## src/rtl/pc_next_unit_pkg.sv

```systemverilog
// Shared types and constants for the fetch-side next-PC unit.
// Imported by the interface, the target calculator and the top.
package pc_next_unit_pkg;
  localparam int XLEN = 32;
  localparam logic [XLEN-1:0] RESET_PC_DEF = '0;
  localparam logic [XLEN-1:0] PC_STEP = XLEN'(4);

  typedef enum logic {
    IDLE    = 1'b0,
    PENDING = 1'b1
  } state_e;
endpackage

```

## src/rtl/pc_next_unit_if.sv

```systemverilog
// EX-side redirect controls, imem handshake and fetch-PC outputs.
// master drives the EX controls; slave is the next-PC unit.
interface pc_next_unit_if
  import pc_next_unit_pkg::*;
#(
  parameter int CNT_W = 32
);
  logic             imem_ready;
  logic             ex_valid;
  logic             ex_branch;
  logic             ex_jal;
  logic             ex_jalr;
  logic             take_branch;
  logic [XLEN-1:0]  ex_pc;
  logic [XLEN-1:0]  ex_imm;
  logic [XLEN-1:0]  ex_rs1;
  logic [XLEN-1:0]  pc_out;
  logic [XLEN-1:0]  pc_plus4;
  logic             flush_if_id;
  logic             flush_id_ex;
  logic             misaligned_exc;
  logic [CNT_W-1:0] redirect_cnt;

  modport master (
    output imem_ready, ex_valid, ex_branch,
    output ex_jal, ex_jalr, take_branch,
    output ex_pc, ex_imm, ex_rs1,
    input  pc_out, pc_plus4, flush_if_id,
    input  flush_id_ex, misaligned_exc,
    input  redirect_cnt
  );

  modport slave (
    input  imem_ready, ex_valid, ex_branch,
    input  ex_jal, ex_jalr, take_branch,
    input  ex_pc, ex_imm, ex_rs1,
    output pc_out, pc_plus4, flush_if_id,
    output flush_id_ex, misaligned_exc,
    output redirect_cnt
  );
endinterface

```

## src/rtl/pc_next_unit_pc_target_calc.sv

```systemverilog
// Redirect target select, JALR bit0 clear and alignment check.
// Purely combinational; state gating lives in the caller.
module pc_target_calc
  import pc_next_unit_pkg::*;
(
  input  logic            ex_valid_i,
  input  logic            ex_branch_i,
  input  logic            ex_jal_i,
  input  logic            ex_jalr_i,
  input  logic            take_branch_i,
  input  logic [XLEN-1:0] ex_pc_i,
  input  logic [XLEN-1:0] ex_imm_i,
  input  logic [XLEN-1:0] ex_rs1_i,
  output logic            req_o,
  output logic [XLEN-1:0] tgt_o,
  output logic            misal_o
);
  logic [XLEN-1:0] sum;

  always_comb begin
    sum = ex_pc_i + ex_imm_i;
    unique case (1'b1)
      ex_jalr_i: begin
        sum = ex_rs1_i + ex_imm_i;
        sum[0] = 1'b0;
      end
      default: ;
    endcase
  end

  assign req_o = ex_valid_i
               & (ex_jal_i | ex_jalr_i
                  | (ex_branch_i & take_branch_i));
  assign tgt_o   = sum;
  assign misal_o = sum[1];
endmodule

```

## src/rtl/pc_next_unit.sv

```systemverilog
// Fetch PC register with branch/JAL/JALR redirect, flush
// generation, imem-stall parking and a saturating redirect count.
module pc_next_unit
  import pc_next_unit_pkg::*;
#(
  parameter logic [XLEN-1:0] RESET_PC = RESET_PC_DEF,
  parameter int              CNT_W    = 32
)(
  input  logic           clk,
  input  logic           rst,
  pc_next_unit_if.slave  bus
);
  state_e           state_q, state_d;
  logic [XLEN-1:0]  pc_q, pc_d;
  logic [XLEN-1:0]  pend_q, pend_d;
  logic [CNT_W-1:0] cnt_q, cnt_d;
  logic             exc_q, exc_d;
  logic             raw_req, req, go, inc, misal;
  logic [XLEN-1:0]  tgt, pc_inc;

  pc_target_calc u_calc (
    .ex_valid_i    (bus.ex_valid),
    .ex_branch_i   (bus.ex_branch),
    .ex_jal_i      (bus.ex_jal),
    .ex_jalr_i     (bus.ex_jalr),
    .take_branch_i (bus.take_branch),
    .ex_pc_i       (bus.ex_pc),
    .ex_imm_i      (bus.ex_imm),
    .ex_rs1_i      (bus.ex_rs1),
    .req_o         (raw_req),
    .tgt_o         (tgt),
    .misal_o       (misal)
  );

  assign pc_inc = pc_q + PC_STEP;
  assign req    = raw_req & (state_q == IDLE);
  assign go     = req & ~misal;
  assign exc_d  = req & misal;

  always_comb begin
    state_d = state_q;
    pc_d    = pc_q;
    pend_d  = pend_q;
    inc     = 1'b0;
    unique case (state_q)
      IDLE: begin
        if (go && bus.imem_ready) begin
          pc_d = tgt;
          inc  = 1'b1;
        end else if (go) begin
          pend_d  = tgt;
          state_d = PENDING;
        end else if (bus.imem_ready) begin
          pc_d = pc_inc;
        end
      end
      PENDING: begin
        if (bus.imem_ready) begin
          pc_d    = pend_q;
          inc     = 1'b1;
          state_d = IDLE;
        end
      end
    endcase
    cnt_d = cnt_q;
    if (inc && (cnt_q != '1)) cnt_d = cnt_q + CNT_W'(1);
  end

  always_ff @(posedge clk or posedge rst) begin
    if (rst) begin
      state_q <= IDLE;
      pc_q    <= RESET_PC;
      pend_q  <= '0;
      cnt_q   <= '0;
      exc_q   <= 1'b0;
    end else begin
      state_q <= state_d;
      pc_q    <= pc_d;
      pend_q  <= pend_d;
      cnt_q   <= cnt_d;
      exc_q   <= exc_d;
    end
  end

  // Flushes are combinational so the wrong-path fetch dies this cycle.
  assign bus.flush_if_id = ~rst & (go | (state_q == PENDING));
  assign bus.flush_id_ex = ~rst & (go | (state_q == PENDING));
  assign bus.pc_out         = pc_q;
  assign bus.pc_plus4       = pc_inc;
  assign bus.misaligned_exc = exc_q;
  assign bus.redirect_cnt   = cnt_q;
endmodule

```

## src/flat_wrapper.sv

```systemverilog
// flat-port wrapper written by rule: the top's interface ports become plain ports
module pc_next_unit_flat import pc_next_unit_pkg::*;
#(
  parameter logic [XLEN-1:0] RESET_PC = RESET_PC_DEF,
  parameter int              CNT_W    = 32
)
  (clk, rst, bus_imem_ready, bus_ex_valid, bus_ex_branch, bus_ex_jal, bus_ex_jalr, bus_take_branch, bus_ex_pc, bus_ex_imm, bus_ex_rs1, bus_pc_out, bus_pc_plus4, bus_flush_if_id, bus_flush_id_ex, bus_misaligned_exc, bus_redirect_cnt);
  pc_next_unit_if #(.CNT_W(CNT_W)) bus_i ();
  input  logic clk;
  input  logic rst;
  input wire logic [$bits(bus_i.imem_ready)-1:0] bus_imem_ready;
  input wire logic [$bits(bus_i.ex_valid)-1:0] bus_ex_valid;
  input wire logic [$bits(bus_i.ex_branch)-1:0] bus_ex_branch;
  input wire logic [$bits(bus_i.ex_jal)-1:0] bus_ex_jal;
  input wire logic [$bits(bus_i.ex_jalr)-1:0] bus_ex_jalr;
  input wire logic [$bits(bus_i.take_branch)-1:0] bus_take_branch;
  input wire logic [$bits(bus_i.ex_pc)-1:0] bus_ex_pc;
  input wire logic [$bits(bus_i.ex_imm)-1:0] bus_ex_imm;
  input wire logic [$bits(bus_i.ex_rs1)-1:0] bus_ex_rs1;
  output wire logic [$bits(bus_i.pc_out)-1:0] bus_pc_out;
  output wire logic [$bits(bus_i.pc_plus4)-1:0] bus_pc_plus4;
  output wire logic [$bits(bus_i.flush_if_id)-1:0] bus_flush_if_id;
  output wire logic [$bits(bus_i.flush_id_ex)-1:0] bus_flush_id_ex;
  output wire logic [$bits(bus_i.misaligned_exc)-1:0] bus_misaligned_exc;
  output wire logic [$bits(bus_i.redirect_cnt)-1:0] bus_redirect_cnt;
  assign bus_i.imem_ready = bus_imem_ready;
  assign bus_i.ex_valid = bus_ex_valid;
  assign bus_i.ex_branch = bus_ex_branch;
  assign bus_i.ex_jal = bus_ex_jal;
  assign bus_i.ex_jalr = bus_ex_jalr;
  assign bus_i.take_branch = bus_take_branch;
  assign bus_i.ex_pc = bus_ex_pc;
  assign bus_i.ex_imm = bus_ex_imm;
  assign bus_i.ex_rs1 = bus_ex_rs1;
  assign bus_pc_out = bus_i.pc_out;
  assign bus_pc_plus4 = bus_i.pc_plus4;
  assign bus_flush_if_id = bus_i.flush_if_id;
  assign bus_flush_id_ex = bus_i.flush_id_ex;
  assign bus_misaligned_exc = bus_i.misaligned_exc;
  assign bus_redirect_cnt = bus_i.redirect_cnt;
  pc_next_unit #(.RESET_PC(RESET_PC), .CNT_W(CNT_W)) u_core (.clk(clk), .rst(rst), .bus(bus_i));
endmodule
```

## config.mk

```make
export PLATFORM = sky130hd
export DESIGN_NAME = pc_next_unit_flat
export DESIGN_NICKNAME = d
export VERILOG_FILES = /design/src/rtl/pc_next_unit_pkg.sv /design/src/rtl/pc_next_unit_if.sv /design/src/rtl/pc_next_unit_pc_target_calc.sv /design/src/rtl/pc_next_unit.sv /design/src/flat_wrapper.sv
export SDC_FILE = /design/constraint.sdc
export NUM_CORES = 1
export LEC_CHECK = 0
export ABC_AREA = 1
export BUFFER_PORTS_ARGS = -buffer_cell sky130_fd_sc_hd__clkbuf_2
export CAP_MARGIN = 20
export CORE_ASPECT_RATIO = 0.7
export CORE_UTILIZATION = 45
export DETAILED_ROUTE_END_ITERATION = 10
export PLACE_DENSITY = 0.67
export SYNTH_ARGS = -nofsm -noshare
export SYNTH_HDL_FRONTEND = slang
export SYNTH_SLANG_ARGS = --single-unit
```

## constraint.sdc

```tcl
create_clock -name clk -period 3.4 [get_ports clk]
set_input_delay 0.17 -clock clk [delete_from_list [all_inputs] [get_ports clk]]
set_output_delay 0.17 -clock clk [all_outputs]
set_load 0.05 [all_outputs]
```

==> impl_metrics.env, run 1 <==
export IMPL_status="finished, final reports clean"
export IMPL_numCtsBuffers=9
export IMPL_design_area_um2=11900
export IMPL_grtUsageTotal_pct=31.4
export IMPL_cts_resized_gates=0
export IMPL_dpl_cell_area_um2=11500
export IMPL_io_pins=203
export IMPL_timing_max_cap_violations=0
export IMPL_first_pass_iters=7
export IMPL_ys_ff_latch=98
export IMPL_final_cell_mix="575 x nand2_1, 214 x inv_1, 202 x clkbuf_2"
export IMPL_synth_top_flop_cell="dfrtp_1"
export IMPL_tightest_slew_ns=0.908
export IMPL_die_width_um=182
export IMPL_post_place_ws_ns=0.792
export IMPL_drv_slew=0
export IMPL_synth_avg_cell_area_um2=6.08
export IMPL_cellLeakagePower_uw=0.00656
export IMPL_fin_util_pct=53.9
export IMPL_antenna_found_initial=0
export IMPL_grt_pass1_wl_um=56900
export IMPL_post_route_period_util_pct=81.3
export IMPL_drt_drc_violations_left=0
export IMPL_finalWirelength_um=36000
export IMPL_nets=2045
export IMPL_min_period_ns=2.76
export IMPL_cts_sinks=98
export IMPL_htree_levels=3
export IMPL_syn_num_nets=1853
export IMPL_grt_ovfl_total=0
export IMPL_clock_latency_ns=0.35
export IMPL_die_area_um2=23400
export IMPL_drive_above_1_share_pct=14.4
export IMPL_grt_max_degree=69
export IMPL_coreArea_um2=22000
export IMPL_fp_row_count=45
export IMPL_timing_clock_skew_ns=0.0120
export IMPL_ant_nets=0
export IMPL_vias=11600
export IMPL_rsz0062_at_grt="false"
export IMPL_hold_viol_final=0
export IMPL_initial_utilization_pct=46.5
export IMPL_cp_arrival_ns=2.59
export IMPL_setup_viol=0
export IMPL_setup_ws_ns=0.637
export IMPL_hp_class="in2reg"
export IMPL_synthDistinctLibCells=49
export IMPL_routedWlPerCell_um=16.5
export IMPL_power_density_nw_per_um2=500
export IMPL_place_inst=2168
export IMPL_area_growth_syn_to_layout_pct=15.9
export IMPL_post_dp_hpwl_um=30000
export IMPL_start_kind="register"
export IMPL_diodes=0
export IMPL_clockBufferDepth=2
export IMPL_synthCells=1684
export IMPL_cts_tree="yes"
export IMPL_root_buffer="clkbuf_16"
export IMPL_place_congestion=1.03
export IMPL_portBuffers=202
export IMPL_yosysSeqAreaShare_pct=24.0
export IMPL_required_ns=3.23
export IMPL_synth_warnings=0
export IMPL_final_common_cell="nand2_1"
export IMPL_clk_pin_slew_ns=0.07
export IMPL_crit_path_end_kind="primary output"
export IMPL_crit_fanout=6
export IMPL_die_h_um=128
export IMPL_clock_fmax_mhz=362
export IMPL_vias_per_cell=5.31
export IMPL_async_flop_share_pct=100
export IMPL_grt_pass1_vias=10400
export IMPL_synth_area_um2=10200
export IMPL_layout_cells_non_filler=2185
export IMPL_ir_drop_mv=0.503
export IMPL_dr_first_iter_drc_count=1266
export IMPL_tns_ns=0
export IMPL_crit_type="reg2out"
export IMPL_synth_edf_count=0
export IMPL_slew_headroom_pct=39.4
## path summary, 6_finish.rpt
| path | start | to | slack (ns) | cells past startpoint |
|---|---|---|---|---|
| hold / removal | bus_ex_valid | u_core.bus.misaligned_exc | 0.09 | 3 |
| min in group asynchronous | rst | u_core.bus.pc_out[2] | 0.38 | 3 |
| hold reg to reg | u_core.pend_q[25] | u_core.pend_q[25] | 0.48 | 2 |
| setup / recovery | u_core.bus.pc_out[2] | bus_pc_plus4[26] | 0.64 | 10 |
| max in group asynchronous | rst | u_core.bus.redirect_cnt[28] | 2.29 | 4 |
| setup reg to reg | u_core.bus.redirect_cnt[8] | u_core.bus.redirect_cnt[28] | 0.99 | 8 |
## per-stage QoR
step                power, uW  hold WS [ns]
CTS                      5920        0.0839
global route             6330         0.101
finish                   5930        0.0872
detailed placement       4940         0.200
global placement         4910         0.211
floorplan                4090         0.304
## flip-flops by register name (all words and copies together) (netlist names)
register                   flops
u_core.pend_q                 32
u_core.bus.misaligned_exc      1
u_core.state_q                 1
u_core.bus.redirect_cnt       32
u_core.bus.pc_out             32
## per-layer routing
| layer | routed length (um) | share of wire, % | up-vias | track usage (%) |
|---|---|---|---|---|
| li1 | - | - | 5797 | - |
| met1 | 17900 | 50 | 5201 | 50.1 |
| met2 | 13600 | 38 | 571 | 42.4 |
| met3 | 3950 | 11 | 37 | 6.53 |
| met4 | 495 | 1.4 | 0 | 5.73 |
| met5 | 0 | 0 | - | 0 |
## kinds of logic (layout without fill, tap and decap cells)
logic type / count (synthesis) / in the layout / share of synthesized area [%]
buffers and inverters: 252 / 448 / 9.72
xor gates and xnor gates: 58 / 58 / 5.04
and+or+nand+nor: 1009 / 1009 / 42.4
adders and majority gates: 65 / 65 / 8.09
DFF: 98 / 98 / 24.0
AOI/OAI and AO/OA: 202 / 202 / 10.8
## final cells by class
type / instances / area (um2)
clock buffer: 13 / 260
clock inverter: 2 / 12.5
fill: 2326 / 10200
inverter: 220 / 836
multi-input combinational: 1334 / 6790
sequential: 98 / 2450
tap: 305 / 382
timing repair buffer: 213 / 1130
## cell usage after synthesis, types with 5 or more instances
cell / count / share of area (%)
xor2_1: 43 / 3.7
nand3b_1: 5 / 0.37
nor4_1: 6 / 0.37
nand2_1: 575 / 21
nor2_1: 180 / 6.6
buf_2: 6 / 0.29
a21o_1: 7 / 0.51
o22ai_1: 5 / 0.31
nand4_1: 23 / 1.4
nor2_4: 7 / 0.77
o21bai_1: 14 / 1.0
clkbuf_1: 18 / 0.66
nand3_1: 145 / 7.1
dfrtp_1: 98 / 24
nor2_2: 8 / 0.49
nor3_1: 33 / 1.6
xnor2_1: 14 / 1.2
a31oi_1: 11 / 0.67
nand3_2: 5 / 0.49
a21oi_1: 99 / 4.8
o21ai_0: 55 / 2.7
nand2_2: 5 / 0.31
ha_1: 63 / 7.7
o21ai_1: 5 / 0.24
inv_1: 215 / 7.9
## worst max-delay path, cell delays in order (launching register included)
cell	delay, ns
dfrtp_1	0.45
ha_1	0.23
nand3_2	0.12
nor2_4	0.17
nand3_2	0.14
nor2_4	0.22
nand3_2	0.14
inv_1	0.15
nand2_1	0.09
xor2_1	0.21
clkbuf_2	0.31
## power by group
group	total, uW	switching, uW	leakage, uW	internal (uW)
combinational	3180	2360	0.00521	820
clock	968	436	0.000132	532
sequential	1780	320	0.00122	1460
total	5930	3120	0.00656	2810
## timing repair
item / in CTS / in global routing
endpoints found under the setup margin: 0 / 0
hold buffers: 1 / 0
buffers inserted: 0 / 0
hold endpoints to repair: 30 / 0
No activity file was read; power rests on OpenSTA's default activity.
==> run 2, diff against run 1 <==
- PLACE_DENSITY: 0.67 -> 0.7
- clock period: 3.4 -> 2.2 ns (I/O delays scaled with it)
==> impl_metrics.env, run 2 (synthesis gave the netlist of run 1 again) <==
export IMPL_dpl_cell_area_um2=12400
export IMPL_drive_above_1_share_pct=21.8
export IMPL_cts_tree="yes"
export IMPL_post_dp_hpwl_um=32100
export IMPL_start_kind="register"
export IMPL_status="finished with violations"
export IMPL_final_cell_mix="569 x nand2_1, 212 x inv_1, 184 x clkbuf_2"
export IMPL_ant_nets=0
export IMPL_io_pins=203
export IMPL_finalWirelength_um=39400
export IMPL_drv_slew=0
export IMPL_place_congestion=1.01
export IMPL_grt_pass1_vias=11000
export IMPL_vias=12200
export IMPL_grtUsageTotal_pct=33.9
export IMPL_vias_per_cell=5.37
export IMPL_post_route_period_util_pct=107
export IMPL_fin_util_pct=59.9
export IMPL_tightest_slew_ns=0.771
export IMPL_timing_clock_skew_ns=0.0116
export IMPL_grt_pass1_wl_um=61000
export IMPL_coreArea_um2=22000
export IMPL_required_ns=2.09
export IMPL_routedWlPerCell_um=17.3
export IMPL_htree_levels=3
export IMPL_antenna_found_initial=0
export IMPL_violations="negative setup slack"
export IMPL_worst_hold_slack_ns=0.0291
export IMPL_die_area_um2=23400
export IMPL_setup_ws_ns=-0.153
export IMPL_hold_viol_final=0
export IMPL_initial_utilization_pct=46.5
export IMPL_die_h_um=128
export IMPL_fp_row_count=45
export IMPL_power_total_uw=10100
export IMPL_first_pass_iters=7
export IMPL_final_common_cell="nand2_1"
export IMPL_design_area_um2=13200
export IMPL_clock_fmax_mhz=425
export IMPL_diodes=0
export IMPL_root_buffer="clkbuf_16"
export IMPL_die_width_um=182
export IMPL_cts_sinks=98
export IMPL_portBuffers=202
export IMPL_post_place_ws_ns=-0.0210
export IMPL_num_fill_cells=2144
export IMPL_hp_class="in2reg"
export IMPL_dr_first_iter_drc_count=1533
export IMPL_rsz0062_at_grt="true"
export IMPL_nets=2139
export IMPL_crit_fanout=4
export IMPL_drt_drc_violations_left=0
export IMPL_timing_max_cap_violations=0
export IMPL_cellLeakagePower_uw=0.00719
export IMPL_grt_max_degree=39
export IMPL_ir_drop_mv=0.726
export IMPL_clk_pin_slew_ns=0.07
export IMPL_clockBufferDepth=2
export IMPL_numCtsBuffers=9
export IMPL_slew_headroom_pct=48.5
export IMPL_cp_arrival_ns=2.24
export IMPL_crit_path_end_kind="primary output"
export IMPL_area_growth_syn_to_layout_pct=28.9
export IMPL_min_period_ns=2.35
export IMPL_setup_viol=11
export IMPL_grt_ovfl_total=0
export IMPL_crit_type="reg2out"
export IMPL_power_density_nw_per_um2=766
export IMPL_clock_latency_ns=0.35
-- run 2: worst paths after layout --
kind,startpoint,endpoint,slack [ns],cells after the start
max in group asynchronous,rst,u_core.bus.pc_out[30],1.10,4
min,bus_ex_valid,u_core.bus.misaligned_exc,0.03,3
min in group asynchronous,rst,u_core.bus.misaligned_exc,0.44,3
max,u_core.bus.pc_out[3],bus_pc_plus4[28],-0.15,11
min reg2reg,u_core.pend_q[18],u_core.pend_q[18],0.48,2
max reg2reg,u_core.bus.pc_out[3],u_core.bus.pc_out[20],0.06,13
-- run 2: area by class of cell --
cell class | instances | area (um2) | area share (%)
inverters | 220 | 842 | 6.39
repair buffers | 307 | 2010 | 15.3
clock buffers | 12 | 256 | 1.94
flip-flops and latches | 98 | 2480 | 18.8
clock inverters | 4 | 33.8 | 0.256
well taps | 305 | 382 | 2.89
multi-input cells | 1334 | 7180 | 54.4
-- run 2: where the power goes --
part	switching (uW)	total [uW]	internal, uW
Combinational	3970	5730	1760
Sequential	491	2780	2280
Clock	747	1590	842
Total	5210	10100	4890
-- run 2: what timing repair did --
action,in CTS,in global routing
setup endpoints to repair,14,20
setup buffers,9,13
gates cloned,0,0
gates resized for setup,45,40
pin swaps,11,16
hold endpoints to repair,27,0
hold buffers,1,0
-- run 2: routing by layer --
metal / up-vias / track usage, % / share of wire [%]
li1: 5956 / - / -
met1: 5562 / 53.1 / 49
met2: 672 / 46.0 / 38
met3: 56 / 7.90 / 11
met4: 2 / 6.28 / 1.4
met5: - / 1.89 / 0.15
-- run 2: through the flow --
| stage | setup TNS [ns] | std cells |
|---|---|---|
| after floorplan | -0.366 | 1684 |
| after global placement | 0 | 2241 |
| after detailed placement | -0.0210 | 2241 |
| after CTS | -0.805 | 2267 |
| after global routing | -1.71 | 2280 |
| final | -0.969 | 2280 |
-- run 2: worst max-delay path, cell delays in order (launching register included) --
cell and delay, ns:
dfrtp_2 0.40, ha_4 0.16, nand3_4 0.09, nor2_4 0.15, nand3_4 0.11, nor2_4 0.27
nand3_4 0.19, inv_4 0.12, nand3_2 0.07, nand2_2 0.09, nand2_2 0.08, buf_12 0.15
